<file path="config.mk">
export PLATFORM = sky130hd
export DESIGN_NAME = sequencer_scheduler
export DESIGN_NICKNAME = d
export VERILOG_FILES = /design/src/rtl/sequencer_scheduler.sv
export SDC_FILE = /design/constraint.sdc
export NUM_CORES = 1
export LEC_CHECK = 0
export BUFFER_PORTS_ARGS = -buffer_cell sky130_fd_sc_hd__buf_4
export CORE_UTILIZATION = 65
export DETAILED_ROUTE_END_ITERATION = 7
export PLACE_DENSITY = 0.95
export REMOVE_ABC_BUFFERS = 1
export SYNTH_ARGS = -nofsm -noshare
export SYNTH_HDL_FRONTEND = slang
export SYNTH_SLANG_ARGS = --single-unit
</file>
<file path="constraint.sdc">
create_clock -name clk -period 11.1 [get_ports clk]
set_clock_uncertainty 0.2 [all_clocks]
set_input_delay 1.11 -clock clk [delete_from_list [all_inputs] [get_ports clk]]
set_output_delay 1.11 -clock clk [all_outputs]
set_load 0.01 [all_outputs]
</file>
<file path="src/rtl/sequencer_scheduler.sv">
// Beat/step scheduler for sequencer mode: advances the shared beat index, latches each step's
// note for a gate interval, then rests until the next beat. All outputs are registered.
module sequencer_scheduler #(
  parameter int STEPS          = 8,
  parameter int TICKS_PER_BEAT = 2500,
  parameter int SUSTAIN_TICKS  = 2000
) (
  input  logic               clk,
  input  logic               rst,
  input  logic               sequencer_on,
  input  logic               run_toggle,
  input  logic [1:0]         tempo_sel,
  input  logic [4*STEPS-1:0] notes_in,
  output logic [3:0]         beat,
  output logic               beat_strobe,
  output logic [3:0]         note_out,
  output logic               gate,
  output logic               running
);

  typedef enum logic [1:0] {IDLE, PAUSE, PLAY, REST} state_t;

  localparam logic [15:0] TPB     = 16'(TICKS_PER_BEAT);
  localparam logic [15:0] SUS     = 16'(SUSTAIN_TICKS);
  localparam logic [15:0] PERIOD0 = (TPB < 16'd2) ? 16'd2 : TPB;
  localparam logic [15:0] GATE0   = (SUS == 16'd0) ? 16'd1 :
                                    (SUS >= PERIOD0) ? PERIOD0 - 16'd1 : SUS;

  state_t      state;
  logic [15:0] tick;
  logic [15:0] period;
  logic [15:0] gate_len;

  logic [15:0] tpb_shr;
  logic [15:0] sus_shr;
  logic [15:0] period_sel;
  logic [15:0] gate_sel;
  logic [3:0]  next_beat;
  logic [3:0]  cur_note;
  logic [3:0]  nxt_note;
  logic [3:0]  note_arr [16];

  // Tempo-scaled timing; gate is kept strictly shorter than the beat so a rest always follows.
  assign tpb_shr    = TPB >> tempo_sel;
  assign sus_shr    = SUS >> tempo_sel;
  assign period_sel = (tpb_shr < 16'd2) ? 16'd2 : tpb_shr;
  assign gate_sel   = (sus_shr == 16'd0) ? 16'd1 :
                      (sus_shr >= period_sel) ? period_sel - 16'd1 : sus_shr;

  for (genvar i = 0; i < 16; i++) begin : g_notes
    if (i < STEPS) begin : g_used
      assign note_arr[i] = notes_in[4*i +: 4];
    end else begin : g_unused
      assign note_arr[i] = 4'd0;
    end
  end

  assign next_beat = (beat == 4'(STEPS - 1)) ? 4'd0 : beat + 4'd1;
  assign cur_note  = note_arr[beat];
  assign nxt_note  = note_arr[next_beat];

  always_ff @(posedge clk) begin
    if (rst) begin
      state       <= IDLE;
      beat        <= 4'd0;
      tick        <= 16'd0;
      note_out    <= 4'd0;
      gate        <= 1'b0;
      beat_strobe <= 1'b0;
      running     <= 1'b0;
      period      <= PERIOD0;
      gate_len    <= GATE0;
    end else if (!sequencer_on) begin
      state       <= IDLE;
      beat        <= 4'd0;
      tick        <= 16'd0;
      note_out    <= 4'd0;
      gate        <= 1'b0;
      beat_strobe <= 1'b0;
      running     <= 1'b0;
    end else begin
      case (state)
        IDLE: begin
          state       <= PAUSE;
          beat        <= 4'd0;
          tick        <= 16'd0;
          period      <= period_sel;
          gate_len    <= gate_sel;
          note_out    <= 4'd0;
          gate        <= 1'b0;
          beat_strobe <= 1'b0;
          running     <= 1'b0;
        end
        PAUSE: begin
          if (run_toggle) begin
            period      <= period_sel;
            gate_len    <= gate_sel;
            running     <= 1'b1;
            beat_strobe <= (tick == 16'd0);
            // Resuming past the gate window lands directly in the rest phase.
            if (tick < gate_sel) begin
              state    <= PLAY;
              note_out <= cur_note;
              gate     <= (cur_note != 4'd0);
            end else begin
              state    <= REST;
              note_out <= 4'd0;
              gate     <= 1'b0;
            end
          end
        end
        PLAY, REST: begin
          if (run_toggle) begin
            state       <= PAUSE;
            note_out    <= 4'd0;
            gate        <= 1'b0;
            beat_strobe <= 1'b0;
            running     <= 1'b0;
          end else if (tick >= period - 16'd1) begin
            state       <= PLAY;
            tick        <= 16'd0;
            beat        <= next_beat;
            beat_strobe <= 1'b1;
            note_out    <= nxt_note;
            gate        <= (nxt_note != 4'd0);
            period      <= period_sel;
            gate_len    <= gate_sel;
          end else begin
            tick        <= tick + 16'd1;
            beat_strobe <= 1'b0;
            if (state == PLAY && tick == gate_len - 16'd1) begin
              state    <= REST;
              note_out <= 4'd0;
              gate     <= 1'b0;
            end
          end
        end
        default: state <= IDLE;
      endcase
    end
  end

endmodule

</file>
# After elaboration in Yosys (flattened, before gate mapping)

Index checks and enable logic that the tools add are counted.
Widths: inputs -> output; s select.

Output and inout port bits: 11
Bits in read-only memories: 0
Memories kept: 0
Latch bits: 0
Bits of input ports: 38
Flip-flop bits (word level): 61
Word-level logic and storage cells: 98
Memory bits (writable): 0

Bitwise gates (word level): 3
$mul: 0
Magnitude comparators: 6
Add/subtract/negate cells: 5
Shift operators: 2
Div/mod/pow operators: 0
Eq/ne operators: 10
Muxes and demuxes: 49
Reduce and logical (&&, ||, !) cells: 14

Operators by type and width:

| cell                  | count |
|---|---|
| $mux 16               | 11 |
| $pmux 16 s3           | 2 |
| $mux 4                | 12 |
| $sub 16x1->16 const B | 3 |
| $bmux 4 s4            | 2 |
| $ge 16x16->1          | 2 |
| $logic_not 16->1      | 2 |
| $pmux 16 s2           | 1 |
| $add 16x1->16 const B | 1 |
| $eq 16x16->1          | 1 |
| $lt 16x16->1          | 1 |
| $lt 16x2->1 const B   | 1 |
| $shr 11x2->16 const A | 1 |
| $shr 12x2->16 const A | 1 |
| $pmux 4 s3            | 1 |
| $mux 1                | 11 |
| $ge 5x5->1 const B    | 2 |
| $not 4->5             | 2 |
| $pmux 1 s3            | 3 |
| $mux 2                | 4 |
| $ne 2x2->1 const B    | 4 |
| $pmux 4 s2            | 1 |
| $reduce_bool 4->1     | 2 |
| $pmux 2 s3            | 1 |
| other kinds (13)      | 17 |

# Depth between registers and ports, before layout

Depth in word-level cells: 10
Gate-level depth with buffers: 15

# Worst setup path after synthesis

OpenSTA, ideal clock, no wires.

Path type: input to register
Start point: input tempo_sel[0]
End point: register gate
Required time: 10841 ps
Path slack: 7092 ps
Buffers on the path: 1
Data arrival time: 3749 ps
Stages: 15
Cells stage by stage: inv_1 > ha_1 > a2bb2oi_1 > nand2b_1 > nand2_1 > ha_1 > a21o_1 > a21o_1 > a32o_1 > a221oi_1 > nor3_1 > or4b_1 > buf_2 > o22ai_1 > a22o_1

Word-level cells in the longest chain between the ends: 10
Elaborated cells between the ends (all ways): 13
Those cells by class: add/sub (1); order compare (3); shift (2); mux (6); reduce/logical (1)

RTL lines:

| what                                          | RTL line | source |
|---|---|---|
| start, declared                               | 12       | `input logic [1:0] tempo_sel,` |
| $shr 12x2->16                                 | 44       | `assign tpb_shr = TPB >> tempo_sel;` |
| $lt 16x2->1                                   | 46       | `assign period_sel = (tpb_shr < 16'd2) ? 16'd2 : tpb_shr;` |
| $mux 16                                       | 46       |  |
| $sub 16x1->16 or $ge 16x16->1 (tied branches) | 48       | `(sus_shr >= period_sel) ? period_sel - 16'd1 : sus_shr;` |
| $mux 16                                       | 48       |  |
| $mux 16 *                                     | 47       | `assign gate_sel = (sus_shr == 16'd0) ? 16'd1 :` |
| $lt 16x16->1 *                                | 101      | `if (tick < gate_sel) begin` |
| $mux 1 *                                      | 101      |  |
| $mux 1 *                                      | 95       | `if (run_toggle) begin` |
| $pmux 1 s3 *                                  | 82       | `case (state)` |
| end signal, assigned                          | 104      | `gate <= (cur_note != 4'd0);` |
| end signal, assigned                          | 125      | `gate <= (nxt_note != 4'd0);` |
| end, declared                                 | 17       | `output logic gate,` |

Mark *: on every way between the ends. The rest lies on a longest branch, timed or not. The select of a mux whose other input is x is not followed.
A chain may end at the register's enable or synchronous reset.

# Worst setup path after layout

Start point: register period[3]
End point: register period[11]

Word-level cells in the longest chain between the ends: 4

RTL lines:

| what                              | RTL line | source |
|---|---|---|
| start, declared                   | 31       | `logic [15:0] period;` |
| start signal, assigned            | 87       | `period <= period_sel;` |
| start signal, assigned            | 96       | `period <= period_sel;` |
| start signal, assigned            | 126      | `period <= period_sel;` |
| $sub 16x1->16                     | 119      | `end else if (tick >= period - 16'd1) begin` |
| $ge 16x16->1                      | 119      |  |
| $ne 2x2->1 (no source line)       | --       |  |
| $reduce_and 4->1 (no source line) | --       |  |

No other way between the ends.

==> flow_metrics.tcl <==
set metrics [dict create \
    crit_path_max_incr_delay_ns 0.62 \
    syn-instance-count 565 \
    crit_chain "or4_1 > nor4_1 > nand3_1 > or2_1 > ha_1 > nand2_1 > o21ai_1 > a41o_1 > o31ai_1 > nor3_1 > o21a_1 > nand2b_1 > a21o_1" \
    reg2reg_from "period[3]" \
    start_util 0.676 \
    drc 0 \
    min_to "gate_len[15]" \
    first_pass_iters 5 \
    hold_ws_ns 0.296 \
    cts_buffer_depth 2 \
    diodes 0 \
    area_growth_pct 10.2 \
    fmax_mhz 227 \
    synth.area.top_cells "dfxtp_1 24%, ha_1 12%, mux4_2 6.3%, a21oi_1 4.9%, nand2_1 4.8%" \
    top_layer_used "met4" \
    whs_path_depth 1 \
    die_w_um 86.3 \
    cts_setup_buffers 0 \
    fin_nets 673 \
    rows 30 \
    critPathSlowestCell "or4_1" \
    ant_nets 0 \
    hp-start "gate_len[15]" \
    post_cts_resized 0 \
    cts.clk_slew.worst_paths_ns 0.11 \
    drt_wl_total_um 12400 \
    syn-cell-area_mm2 0.00462 \
    nFillCells 501 \
    core_mm2 0.00683 \
    wl_per_cell_um 18.1 \
    portBuffers 48 \
    clock-sinks 55 \
    rrSetupSlack_ns 6.70 \
    worst-path-buf-inv 0 \
    antenna_found_initial 0 \
    finalSetupTns_ns 0 \
    synth-compound-area-share 0.208 \
    cts_tree "yes" \
    slew_violations 0 \
    wl_met2_um 5820 \
    p_leak_nw 1.94 \
    hpwl_um 9400 \
    muxShareOfSynthArea 0.0829 \
    wl_met3_um 1200 \
    root_buffer "clkbuf_8" \
    cts_hold_buf 0 \
    grt_max_degree 29 \
    synth_edf_count 0 \
    dieArea_mm2 0.00744 \
    path_class "reg -> reg" \
    worstSetupStartpointType "flop" \
    path_delay_family "simple AND/OR/NAND/NOR gates" \
    cp.arrival_ns 4.41 \
    synth.distinct_cells 69 \
    hold_viol_final 0 \
    synthesis.yosys.warnings 0 \
    async_reset_ff_frac 0 \
    dieHeight_um 86.3 \
    synthAdderAreaFrac 0.117 \
    viasPerCell 6.64 \
    synth_top_family_by_area "simple AND/OR/NAND/NOR gates" \
    placed_cell_area_mm2 0.00497 \
    finalInstanceArea_mm2 0.00508 \
    drtIter0Drc 452 \
    finalCritPeriodShare 0.396 \
    grt_pass1_vias 4349 \
    numCtsBuffers 5 \
    wl_met1_um 4920 \
    synthXorXnorAreaFrac 0.0664 \
    relSlewSlack 0.210 \
    gp_congestion 0.947 \
    ir_drop_v 0.0000462 \
    r2r_cells 13 \
    yosys.area.top_type "dfxtp_1" \
    cts.htree.levels 2 \
    yosys.area_share.simple 0.242 \
    p_per_area_mw_per_mm2 85.9 \
    end_kind "flop" \
    power.total_mw 0.437 \
    rsz0062_at_grt "false" \
    io-pin-count 49 \
    grt_use_total 0.342 \
    postSynthAreaPerCell_um2 8.17 \
    timing.max_cap.violations 0 \
    drive_gt1_frac 0.137 \
    r2r-end "period[11]" \
    grt_remaining_overflow 0 \
    tightest_slew_ns 1.18 \
    hp-class "reg -> reg" \
    ys_seq_area_frac 0.239 \
    period_needed_ns 4.40 \
    worstPathMaxFanout 19 \
    synth_flop_cell "dfxtp_1" \
    setup_viol 0 \
    status "finished clean" \
    insertion_delay_ns 0.32 \
    via_count 4574 \
    grt_pass1_wl_um 20100 \
    cp.required_ns 11.11 \
    synth_top_cell_area_share 0.239 \
    synth-seq-cells 55 \
]
==> routing by layer <==
metal  global-route usage  vias up
met2                0.558      247
met4                0.156        0
met1                0.439     2133
met3               0.0657       56
met5                    0        -
li1                     -     2138
==> cell families (layout without fill, tap and decap cells) <==
logic type                 Yosys count  count (layout)
AOI/OAI and AO/OA                  142             142
xor gates and xnor gates            35              35
adders and majority gates           43              43
buffers and inverters               48              74
DFF                                 55              55
muxes                               22              22
other                                1               3
and+or+nand+nor                    219             219
==> cell usage in the layout (no fill, tap or decap), drive strengths merged, types with 9 or more instances in the layout <==
cell / instances
xnor2: 21
nand4: 13
o21ai: 20
xor2: 14
mux2i: 9
ha: 43
inv: 18
a21oi: 45
nor2: 53
o21bai: 9
mux4: 13
nor3: 14
nor4: 14
nand2b: 9
dfxtp: 55
nand3: 16
nand2: 59
buf: 49
==> area by class of cell <==
cell class / instances / area [um2] / share of cell area
Sequential cell: 55 / 1100 / 0.217
Clock buffer: 5 / 68.8 / 0.0135
Clock inverter: 3 / 46.3 / 0.00910
Tap cell: 96 / 120 / 0.0236
Inverter: 17 / 63.8 / 0.0125
Multi-Input combinational cell: 464 / 3320 / 0.652
Timing Repair Buffer: 49 / 368 / 0.0723
==> metrics by stage <==
stage                util  worst slack [ns]  std cells
floorplan               -              6.64        536
global placement    0.727              6.77        681
detailed placement  0.727              6.61        681
CTS                 0.744              6.79        689
global route        0.744              6.46        689
finish              0.744              6.70        689
==> synth_stat cells (3+ instances only) <==
library cell / n
mux4_2: 13
ha_1: 43
o211ai_1: 3
o22ai_1: 7
mux2i_1: 9
nor2_1: 53
inv_1: 17
dfxtp_1: 55
xor2_1: 14
a211o_1: 7
o21bai_1: 9
or4_1: 3
nand3b_1: 4
a31oi_1: 6
xnor2_1: 21
a22o_1: 5
nand2b_1: 9
a21o_2: 3
a211oi_1: 8
or3_1: 4
clkbuf_1: 25
a21o_1: 5
a21oi_1: 45
nand2_1: 59
nor2b_1: 6
nor3b_1: 5
or4b_1: 3
nor3_1: 14
o21a_1: 6
or2_1: 3
nand3_1: 16
nand4_1: 13
nor4_1: 13
o21ai_0: 11
o21ai_1: 7
==> how the worst max path moves through the flow <==
stage | end | start | cells past startpoint
final | period[11] | period[3] | 13
after global routing | period[5] | period[3] | 13
after CTS | period[11] | period[3] | 13
after detailed placement | note_out[2] | tempo_sel[1] | 15
after global placement | note_out[2] | tempo_sel[1] | 15
after floorplan | gate_len[9] | period[3] | 13
==> worst register-to-register path, cell delays in order, from the launching register on <==
cell and delay [ns]:
dfxtp_1 0.35, or4_1 0.62, nor4_1 0.50, nand3_1 0.25, or2_1 0.27, ha_1 0.30, nand2_1 0.05, o21ai_1 0.23
a41o_1 0.15, o31ai_1 0.12, nor3_1 0.28, o21a_1 0.62, nand2b_1 0.18, a21o_1 0.19
==> power breakdown <==
part / internal [mW] / switching (mW)
Combinational: 0.0385 / 0.0485
Clock: 0.0681 / 0.0693
Sequential: 0.203 / 0.00944
==> registers in the layout, indices dropped and copies added, names as in the netlist <==
name         cells
beat             4
beat_strobe      1
note_out         4
period          10
gate             1
state            2
running          1
tick            16
gate_len        16
(Power assumes the default switching activity.)
